==> config.mk <==
export PLATFORM = sky130hd
export DESIGN_NAME = pc_fetch_unit
export DESIGN_NICKNAME = d
export VERILOG_FILES = /design/src/rtl/cpu_types_pkg.sv /design/src/rtl/data_path_muxs_pkg.sv /design/src/rtl/pc_fetch_unit.sv
export SDC_FILE = /design/constraint.sdc
export NUM_CORES = 1
export LEC_CHECK = 0
export ABC_AREA = 1
export BUFFER_PORTS_ARGS = -buffer_cell sky130_fd_sc_hd__buf_2
export CAP_MARGIN = 5
export CELL_PAD_IN_SITES_DETAIL_PLACEMENT = 1
export CELL_PAD_IN_SITES_GLOBAL_PLACEMENT = 1
export CORE_UTILIZATION = 28
export DETAILED_ROUTE_END_ITERATION = 6
export PLACE_DENSITY_LB_ADDON = 0.05
export SYNTH_ARGS = -nofsm -noshare
export SYNTH_HDL_FRONTEND = slang
export SYNTH_SLANG_ARGS = --single-unit
export TNS_END_PERCENT = 5
==> constraint.sdc <==
create_clock -name CLK -period 1.86 [get_ports CLK]
set_input_delay 0.558 -clock CLK [delete_from_list [all_inputs] [get_ports CLK]]
set_output_delay 0.558 -clock CLK [all_outputs]
set_load 0.03 [all_outputs]
==> src/rtl/cpu_types_pkg.sv <==
// Core-wide scalar types shared by the datapath blocks.
package cpu_types_pkg;
  localparam int WORD_W = 32;
  typedef logic [WORD_W-1:0] word_t;
endpackage

==> src/rtl/data_path_muxs_pkg.sv <==
// Datapath mux selects and the fetch-unit FSM states.
package data_path_muxs_pkg;
  import cpu_types_pkg::*;

  typedef enum logic [1:0] {SEL_NPC, SEL_BRANCH, SEL_JUMP, SEL_JR} pc_mux_input_selection;
  typedef enum logic [1:0] {RUN, PEND, HALTED} pc_fetch_state_t;

  // Clears the byte offset so the PC always stays word aligned.
  function automatic word_t word_align(input word_t a);
    return a & ~word_t'(3);
  endfunction
endpackage

==> src/rtl/pc_fetch_unit.sv <==
// Program counter and fetch sequencer: holds redirects until the fetch can advance.
module pc_fetch_unit
  import cpu_types_pkg::*;
  import data_path_muxs_pkg::*;
#(
  parameter word_t PC_INIT = 32'h0000_0000
) (
  input  logic                  CLK,
  input  logic                  nRST,
  input  logic                  enable_pc,
  input  pc_mux_input_selection PCSrc,
  input  logic                  ihit,
  input  logic                  halt,
  input  word_t                 branch_target_EX_MEM,
  input  word_t                 jr_target,
  input  logic [25:0]           jaddr_IF_ID,
  input  word_t                 npc_IF_ID,
  output word_t                 imemaddr,
  output logic                  imemREN,
  output word_t                 pc_IF,
  output word_t                 npc_IF,
  output logic                  halted
);
  pc_fetch_state_t       state, state_nxt;
  word_t                 pc, pc_nxt;
  word_t                 pend_addr, pend_addr_nxt;
  pc_mux_input_selection pend_src, pend_src_nxt;
  word_t                 jump_tgt, mux_tgt;
  logic                  adv;

  assign adv      = enable_pc && ihit;
  // Masking keeps the region bits of npc_IF_ID and drops the rest.
  assign jump_tgt = (npc_IF_ID & 32'hF000_0000) | {4'b0, jaddr_IF_ID, 2'b00};

  always_comb begin
    mux_tgt = pc + 32'd4;
    case (PCSrc)
      SEL_BRANCH: mux_tgt = branch_target_EX_MEM;
      SEL_JUMP:   mux_tgt = jump_tgt;
      SEL_JR:     mux_tgt = jr_target;
      default:    mux_tgt = pc + 32'd4;
    endcase
  end

  always_ff @(posedge CLK) begin
    if (!nRST) begin
      state     <= RUN;
      pc        <= word_align(PC_INIT);
      pend_addr <= '0;
      pend_src  <= SEL_NPC;
    end else begin
      state     <= state_nxt;
      pc        <= pc_nxt;
      pend_addr <= pend_addr_nxt;
      pend_src  <= pend_src_nxt;
    end
  end

  always_comb begin
    state_nxt     = state;
    pc_nxt        = pc;
    pend_addr_nxt = pend_addr;
    pend_src_nxt  = pend_src;
    if (halt) begin
      state_nxt     = HALTED;
      pend_addr_nxt = '0;
      pend_src_nxt  = SEL_NPC;
    end else begin
      case (state)
        RUN: begin
          if (adv) begin
            pc_nxt = word_align(mux_tgt);
          end else if (PCSrc != SEL_NPC) begin
            pend_addr_nxt = word_align(mux_tgt);
            pend_src_nxt  = PCSrc;
            state_nxt     = PEND;
          end
        end
        PEND: begin
          if (adv) begin
            // A branch arriving now is older than whatever is pending.
            pc_nxt        = (PCSrc == SEL_BRANCH) ? word_align(branch_target_EX_MEM) : pend_addr;
            pend_addr_nxt = '0;
            pend_src_nxt  = SEL_NPC;
            state_nxt     = RUN;
          end else if (PCSrc == SEL_BRANCH ||
                       (PCSrc != SEL_NPC && pend_src != SEL_BRANCH)) begin
            pend_addr_nxt = word_align(mux_tgt);
            pend_src_nxt  = PCSrc;
          end
        end
        HALTED:  state_nxt = HALTED;
        default: state_nxt = RUN;
      endcase
    end
  end

  always_comb begin
    imemREN = (state != HALTED);
    halted  = (state == HALTED);
  end

  assign imemaddr = pc;
  assign pc_IF    = pc;
  assign npc_IF   = pc + 32'd4;
endmodule

Word-level counts from Yosys, hierarchy flattened --
Cells that the tools add are included.
Word-level totals: output and inout bits 98, register bits 68, bits of input ports 129, logic and storage cells 55
Operators by class: multiplexer cells 20, eq/ne operators 15, reduce and logical (&&, ||, !) cells 11, bitwise logic cells 3, add/sub/neg operators 1
Operators with widths (number):
- $mux W32 | 7
- $pmux W32 S2 | 2
- $pmux W32 S3 | 1
- $add A32 B3 Y32 const B | 1
- $or A32 B28 Y32 | 1
- $mux W2 | 8
- $ne A3 B3 Y1 const B | 4
- $ne A2 B2 Y1 const B | 5
- $reduce_and A4 Y1 | 2
- $eq A2 B2 Y1 const B | 3
- $pmux W2 S3 | 1
- $reduce_and A3 Y1 | 2
- $eq A2 B1 Y1 const B | 2
- $pmux W2 S2 | 1
- $reduce_bool A2 Y1 | 2
- $logic_and A1 B1 Y1 | 2
- $logic_not A2 Y1 | 1
- $ne A2 B1 Y1 const B | 1
- $not A1 Y1 | 2
- $reduce_or A2 Y1 | 1
- $logic_or A1 B1 Y1 | 1

Logic depth before layout (Yosys ltp) --
Gate-level depths: netlist (run 1).
word-level depth 6, mapped depth 12, depth with buffers taken out 12

Worst setup path after synthesis (run 1) --
No wires, ideal clock.
kind register to output, start register pc[3], in the netlist imemaddr[3], end output port npc_IF[16], data arrival time 1.733 ns, cell stages (with the launch flop) 9, required time 1.302 ns, path buffers 0, path slack -0.431 ns, cells stage by stage dfxtp_1 -> ha_1 -> nand2_1 -> nor2_1 -> nand2_1 -> nor2_2 -> nand2_1 -> and2_1 -> inv_1
On the way: word-level cells in the longest chain between the ends 1
Ends and longest elaborated chain:
- start: declaration | RTL line pc_fetch_unit.sv:25 | word_t pc, pc_nxt;
- start signal: assignment | RTL line pc_fetch_unit.sv:48 | pc <= word_align(PC_INIT);
- start signal: assignment | RTL line pc_fetch_unit.sv:53 | pc <= pc_nxt;
- $add A32 B3 Y32 | RTL line pc_fetch_unit.sv:105 | assign npc_IF = pc + 32'd4;
- end: declaration | RTL line pc_fetch_unit.sv:21 | output word_t npc_IF,
Every way passes these cells.

Final worst setup path (run 1) --
start register pc[3], in the netlist imemaddr[3], end output port npc_IF[26]
Same word-level chain as after synthesis.

==> out/results.ini, run 1 <==
[yosys]
ys_seq_area_share_pct = 26.44
synth_cell_types = 31
avgSynthCellArea_sq_um = 5.735
yosys_warnings = 0
syn_area_sq_mm = 0.004846
synth_cells = 845
ys_ff_latch = 64

[power_and_ir_drop]
peakVddDrop_mv = 0.3442
cellPowerDensity_mw_per_mm2 = 595.6
p_leak_nw = 3.912

[worst_setup_path]
startpoint_type = flip-flop
worstPathRequired_ns = 1.30
critPathMaxFanout = 6
r2r_slack_ns = -0.20
r2r_start = imemaddr[2]$_SDFFE_PN0P_
r2r_end = imemaddr[19]$_SDFFE_PN0P_
crit_type = flip-flop to primary output
end_kind = primary output
cp_cell_sequence = ha_4 > nand2_4 > nor2_4 > nand2_4 > nor2_4 > nand2_1 > nand2_2 > nand2_2 > buf_6
arrival_ns = 1.73
cpPeakStageDelay_ns = 0.36
r2r_cells = 18
crit_buf_inv = 1
cp_top_family = simple AND/OR/NAND/NOR gates
critPathSlowestCell = dfxtp_4

[global_route]
grt_pass1_vias = 6479
grt_pass1_wl_mm = 34.91
grt_max_degree = 34
antenna_found_initial = 0
grt-ovfl-total = 0
grt_usage_pct = 25.40

[timing]
fmax_mhz = 437.9
hold_viol_final = 0
whs_ns = 0.4637
maxSlewViolCount = 0
period_share_pct = 122.8
setup_ws_ns = -0.4239
grt_setup_unrepaired = yes
min_period_ns = 2.284
fin_skew_ns = 0.005760
setup_violations = 31

[clocking]
clock-root-buffer = clkbuf_16
cts_max_path_buffers = 2
clk_latency_ns = 0.34
clk_pin_slew_ns = 0.05
cts.sinks = 64
cts_buffers = 9
htreeDepth = 3
cts_tree = built

[finish]
final_core_util_pct = 46.02
fin_area_sq_mm = 0.007714
finalNetCount = 1260
drive_gt1_share_pct = 42.29
nFillCells = 2302
area_delta_synth_final_pct = 59.18
antenna_cells = 0

[routing]
drtAntennaViolNets = 0
wl_per_cell_um = 16.43
drc = 0
drt-initial-drc-count = 275
via_count = 6437
drt_wl_total_mm = 22.26
drt_first_pass_iters = 4
via_per_inst = 4.751

[min_path]
worstHoldStart = pend_addr[11]$_SDFFE_PP0P_
hold_path_depth = 2
holdPathEnd = pend_addr[11]$_SDFFE_PP0P_
hold_path.class = flip-flop to flip-flop

[placed_design]
place_area_sq_mm = 0.006818
place_hpwl_mm = 17.60
pre_cts_slack_ns = -0.2376
io_buffers = 188
gp_congestion = 0.8172

[floorplanning]
die_w_um = 133.6
num_io_pins = 227
core-area_sq_mm = 0.01676
rows = 47
initial_core_util_pct = 28.91
die_y_um = 133.6
dieArea_sq_mm = 0.01784

[run_status]
violations = negative setup slack
status = finished with violations

[job]
cap_viol_max_count = 0

==> Yosys cell counts (all sizes together) <==
library cell | instances | area share, %
nor2 | 55 | 4.6
clkinv | 1 | 0.077
buf | 54 | 7.7
a211o | 1 | 0.18
conb | 1 | 0.077
dfxtp | 64 | 26
a22oi | 1 | 0.15
clkbuf | 21 | 1.6
a21oi | 75 | 8.0
o21ai | 28 | 2.9
nand4 | 22 | 2.8
ha | 1 | 0.26
nand3b | 2 | 0.31
and2 | 3 | 0.39
inv | 84 | 6.5
or2 | 1 | 0.13
xnor2 | 2 | 0.36
nand3 | 97 | 10
nand2 | 319 | 25
a221oi | 7 | 1.3
nor3 | 1 | 0.10
xor2 | 5 | 0.90
==> layer usage <==
layer / up-vias / GRT usage (%) / wire length [um]
met5: - / 0 / 0
met1: 3033 / 37.07 / 11170
met2: 158 / 40.16 / 10060
met3: 11 / 3.120 / 881
met4: 0 / 4.167 / 146
li1: 3235 / - / -
==> worst max-delay path by stage <==
stage / start / end / slack [ns] / cells after the start
floorplan: imemaddr[3]$_SDFFE_PN0P_ / npc_IF[16] / -0.09 / 8
global placement: imemaddr[2]$_SDFFE_PN0P_ / npc_IF[26] / -0.21 / 8
detailed placement: imemaddr[2]$_SDFFE_PN0P_ / npc_IF[22] / -0.24 / 8
CTS: imemaddr[3]$_SDFFE_PN0P_ / npc_IF[28] / -0.42 / 10
global route: imemaddr[3]$_SDFFE_PN0P_ / npc_IF[24] / -0.51 / 10
finish: imemaddr[3]$_SDFFE_PN0P_ / npc_IF[26] / -0.42 / 9
==> sequential cells by signal, indices dropped and copies added, names as in the netlist <==
| register | flops |
|---|---|
| imemaddr | 30 |
| pend_addr | 30 |
| pend_src | 2 |
| state | 2 |
==> power breakdown <==
group	internal (mW)	total, mW	switching [mW]	leakage (nW)
combinational	0.505	1.31	0.804	3.22
clock	1.18	1.81	0.625	0.159
sequential	1.43	1.48	0.0499	0.531
total	3.12	4.59	1.48	3.91
==> cells in the final DEF, fill, tap and decap left out, types with 8 or more instances in the layout <==
master and n:
nor2_4 8, nand4_1 22, buf_4 156, clkbuf_16 9
nand2_2 30, dfxtp_2 13, nand3_2 15, buf_6 24
nor2_2 18, o21ai_0 20, a21oi_1 71, dfxtp_1 45
nand2_1 284, buf_2 160, nor2_1 29, inv_1 78
nand3_1 80
==> per-stage QoR <==
| step | power [mW] | cells | TNS (ns) |
|---|---|---|---|
| finish | 4.594 | 1355 | -10.04 |
| global route | 4.793 | 1355 | -12.82 |
| CTS | 4.612 | 1354 | -10.30 |
| detailed placement | 2.736 | 1332 | -8.977 |
| global placement | 2.723 | 1332 | -6.778 |
| floorplan | 2.230 | 850 | -1.484 |
==> repair_timing <==
action	CTS	global route
hold buffers	0	0
pin swaps	16	14
resized for setup	104	56
endpoints found under the setup margin	44	57
setup buffers	6	1
==> final cells by class <==
| type | count | area [sq um] | share of cell area [%] |
|---|---|---|---|
| clock buffer | 14 | 284.0 | 3.682 |
| clock inverter | 2 | 35.03 | 0.4542 |
| inverter | 85 | 321.6 | 4.169 |
| multi-input combinational | 626 | 3181 | 41.23 |
| sequential | 64 | 1320 | 17.11 |
| tap | 220 | 275.3 | 3.569 |
| timing repair buffer | 344 | 2297 | 29.78 |
==> cell families (layout without fill, tap and decap cells) <==
| kind of cell | count (synthesis) | after routing | share of synthesized area, % |
|---|---|---|---|
| buf+inv | 160 | 445 | 15.90 |
| xor+xnor | 7 | 7 | 1.265 |
| other cells | 1 | 6 | 0.07739 |
| fa+ha+maj | 1 | 1 | 0.2582 |
| compound gates | 112 | 112 | 12.47 |
| flops | 64 | 64 | 26.44 |
| simple gates | 500 | 500 | 43.58 |
==> worst register-to-register path, delay by kind of cell (launching register included) <==
kind                   cells  cell delay (ns)
and+or+nand+nor            9             0.81
buffers and inverters      9             0.79
DFF                        1             0.35
(Power assumes the default switching activity.)
==> run 2: changes to the inputs <==
- REMOVE_ABC_BUFFERS: default -> 1
==> out/results.ini, run 2 (synthesis results as in run 1) <==
[clocking]
clk_pin_slew_ns = 0.05
clock-root-buffer = clkbuf_16
clk_latency_ns = 0.34
cts_buffers = 9
htreeDepth = 3
cts_max_path_buffers = 2
cts_hold_buffers = 0
cts.sinks = 64
cts_tree = built

[timing]
fmax_mhz = 429.4
maxSlewViolCount = 0
setup_ws_ns = -0.4686
setup_violations = 28
min_period_ns = 2.329
hold_viol_final = 0
period_share_pct = 125.2
final.setup.tns_ns = -10.20
fin_skew_ns = 0.006726
grt_setup_unrepaired = yes

[placed_design]
place_hpwl_mm = 15.86
io_buffers = 188
gp_congestion = 0.7881

[global_route]
grt-ovfl-total = 0
use_met3_pct = 3.615
grt.busiest_layer = met2
grt_pass1_vias = 6115
grt_max_degree = 34
met2_usage_pct = 40.54
grtUsageMet1_pct = 31.87
antenna_found_initial = 0
grt_usage_pct = 23.77
grt_pass1_wl_mm = 32.45

[power_and_ir_drop]
cellPowerDensity_mw_per_mm2 = 604.2
p_leak_nw = 3.613
switchingPower_mw = 1.441
pwr-share-comb_pct = 28.4
clockPowerShare_pct = 37.1
peakVddDrop_mv = 0.3299
swShare_pct = 33.72
p_int_mw = 2.832
p_total_mw = 4.272
p_seq_share_pct = 34.5

[finish]
drive_gt1_share_pct = 33.21
nFillCells = 2340
area_delta_synth_final_pct = 45.91
antenna_cells = 0
finalNetCount = 1206
layout_common_cells = 304 x nand2_1, 162 x buf_2, 103 x buf_4
mostFrequentLayoutCell = nand2_1

[worst_setup_path]
cp_top_family = simple AND/OR/NAND/NOR gates
crit_type = flip-flop to primary output
critPathMaxFanout = 7
cp_cell_sequence = buf_4 > inv_2 > nor2_4 > nand2_4 > nor2_4 > buf_6 > nand3_1 > nand2_1 > buf_6
end_kind = primary output
cpPeakStageDelay_ns = 0.35
crit_buf_inv = 4
worstPathRequired_ns = 1.30
startpoint_type = flip-flop
critPathSlowestCell = dfxtp_2
arrival_ns = 1.77

[run_status]
status = finished with violations
violations = negative setup slack

[floorplanning]
core-area_sq_mm = 0.01676
initial_core_util_pct = 28.91
die_w_um = 133.6
rows = 47
die_y_um = 133.6
dieArea_sq_mm = 0.01784
num_io_pins = 227

[routing]
drtAntennaViolNets = 0
drc = 0
wl_per_cell_um = 15.97
via_per_inst = 4.727
via_count = 6136
drt_wl_total_mm = 20.73
drt_first_pass_iters = 4
drt-initial-drc-count = 204

[job]
cap_viol_max_count = 0

[min_path]
hold_path.class = flip-flop to flip-flop

run 2: changes by cell type in the layout (fill, tap and decap cells not counted), moves of 9 or more:
cell     previous run  this run
dfxtp_1            45        57
nand3_1            80        96
nand2_2            30        11
nor2_1             29        38
nand3_2            15         1
nor2_2             18         8
nand2_1           284       304
buf_4             156       103
run 2: power by group through the flow:
stage | Clock (mW) | Combinational (mW) | Sequential (mW)
global route | 1.67 | 1.33 | 1.48
global placement | 0 | 1.17 | 1.50
floorplan | 0 | 0.510 | 1.62
finish | 1.59 | 1.21 | 1.47
CTS | 1.64 | 1.22 | 1.47
detailed placement | 0 | 1.18 | 1.50
run 2: layer usage:
layer | part of all wire [%] | up-vias
li1 | - | 3120
met1 | 48 | 2855
met2 | 47 | 152
met3 | 4.1 | 9
met4 | 0.57 | 0
met5 | 0 | -
run 2: tightest hold or removal path: cells and delay by family, from the launching register on:
kind,cells,cell delay (ns)
compound gates,1,0.05
flops,1,0.30
simple gates,1,0.06
run 2: what timing repair did:
action	4_1_cts	5_1_grt
resized for setup	77	29
setup buffers	0	1
endpoints found under the setup margin	29	31
pin swaps	10	10
run 2: area by class of cell:
type | count | area [sq um] | area share [%]
tap | 220 | 275.3 | 3.893
clock inverter | 1 | 5.005 | 0.07078
sequential | 64 | 1290 | 18.24
multi-input combinational | 626 | 3007 | 42.52
timing repair buffer | 290 | 1918 | 27.13
inverter | 85 | 319.1 | 4.512
clock buffer | 12 | 256.5 | 3.628
run 2: stage by stage:
step                utilization, %  worst slack [ns]  hold WS, ns  instance area (sq um)  std cells
floorplan                        -            -1.597       0.4422                   4413        775
global placement             38.59           -0.3130       0.4532                   6467       1284
detailed placement           38.59           -0.3087       0.4572                   6467       1284
CTS                          41.74           -0.4709       0.4657                   6995       1297
global route                 42.19           -0.5745       0.4850                   7071       1298
finish                       42.19           -0.4686       0.4642                   7071       1298
run 2: final timing paths:
| check | from | endpoint | slack (ns) | cells past startpoint |
|---|---|---|---|---|
| hold reg to reg | pend_addr[10]$_SDFFE_PP0P_ | pend_addr[10]$_SDFFE_PP0P_ | 0.46 | 2 |
| setup reg to reg | imemaddr[2]$_SDFFE_PN0P_ | imemaddr[27]$_SDFFE_PN0P_ | 0.09 | 14 |
| hold / removal | pend_addr[10]$_SDFFE_PP0P_ | pend_addr[10]$_SDFFE_PP0P_ | 0.46 | 2 |
| setup / recovery | imemaddr[2]$_SDFFE_PN0P_ | npc_IF[27] | -0.47 | 9 |
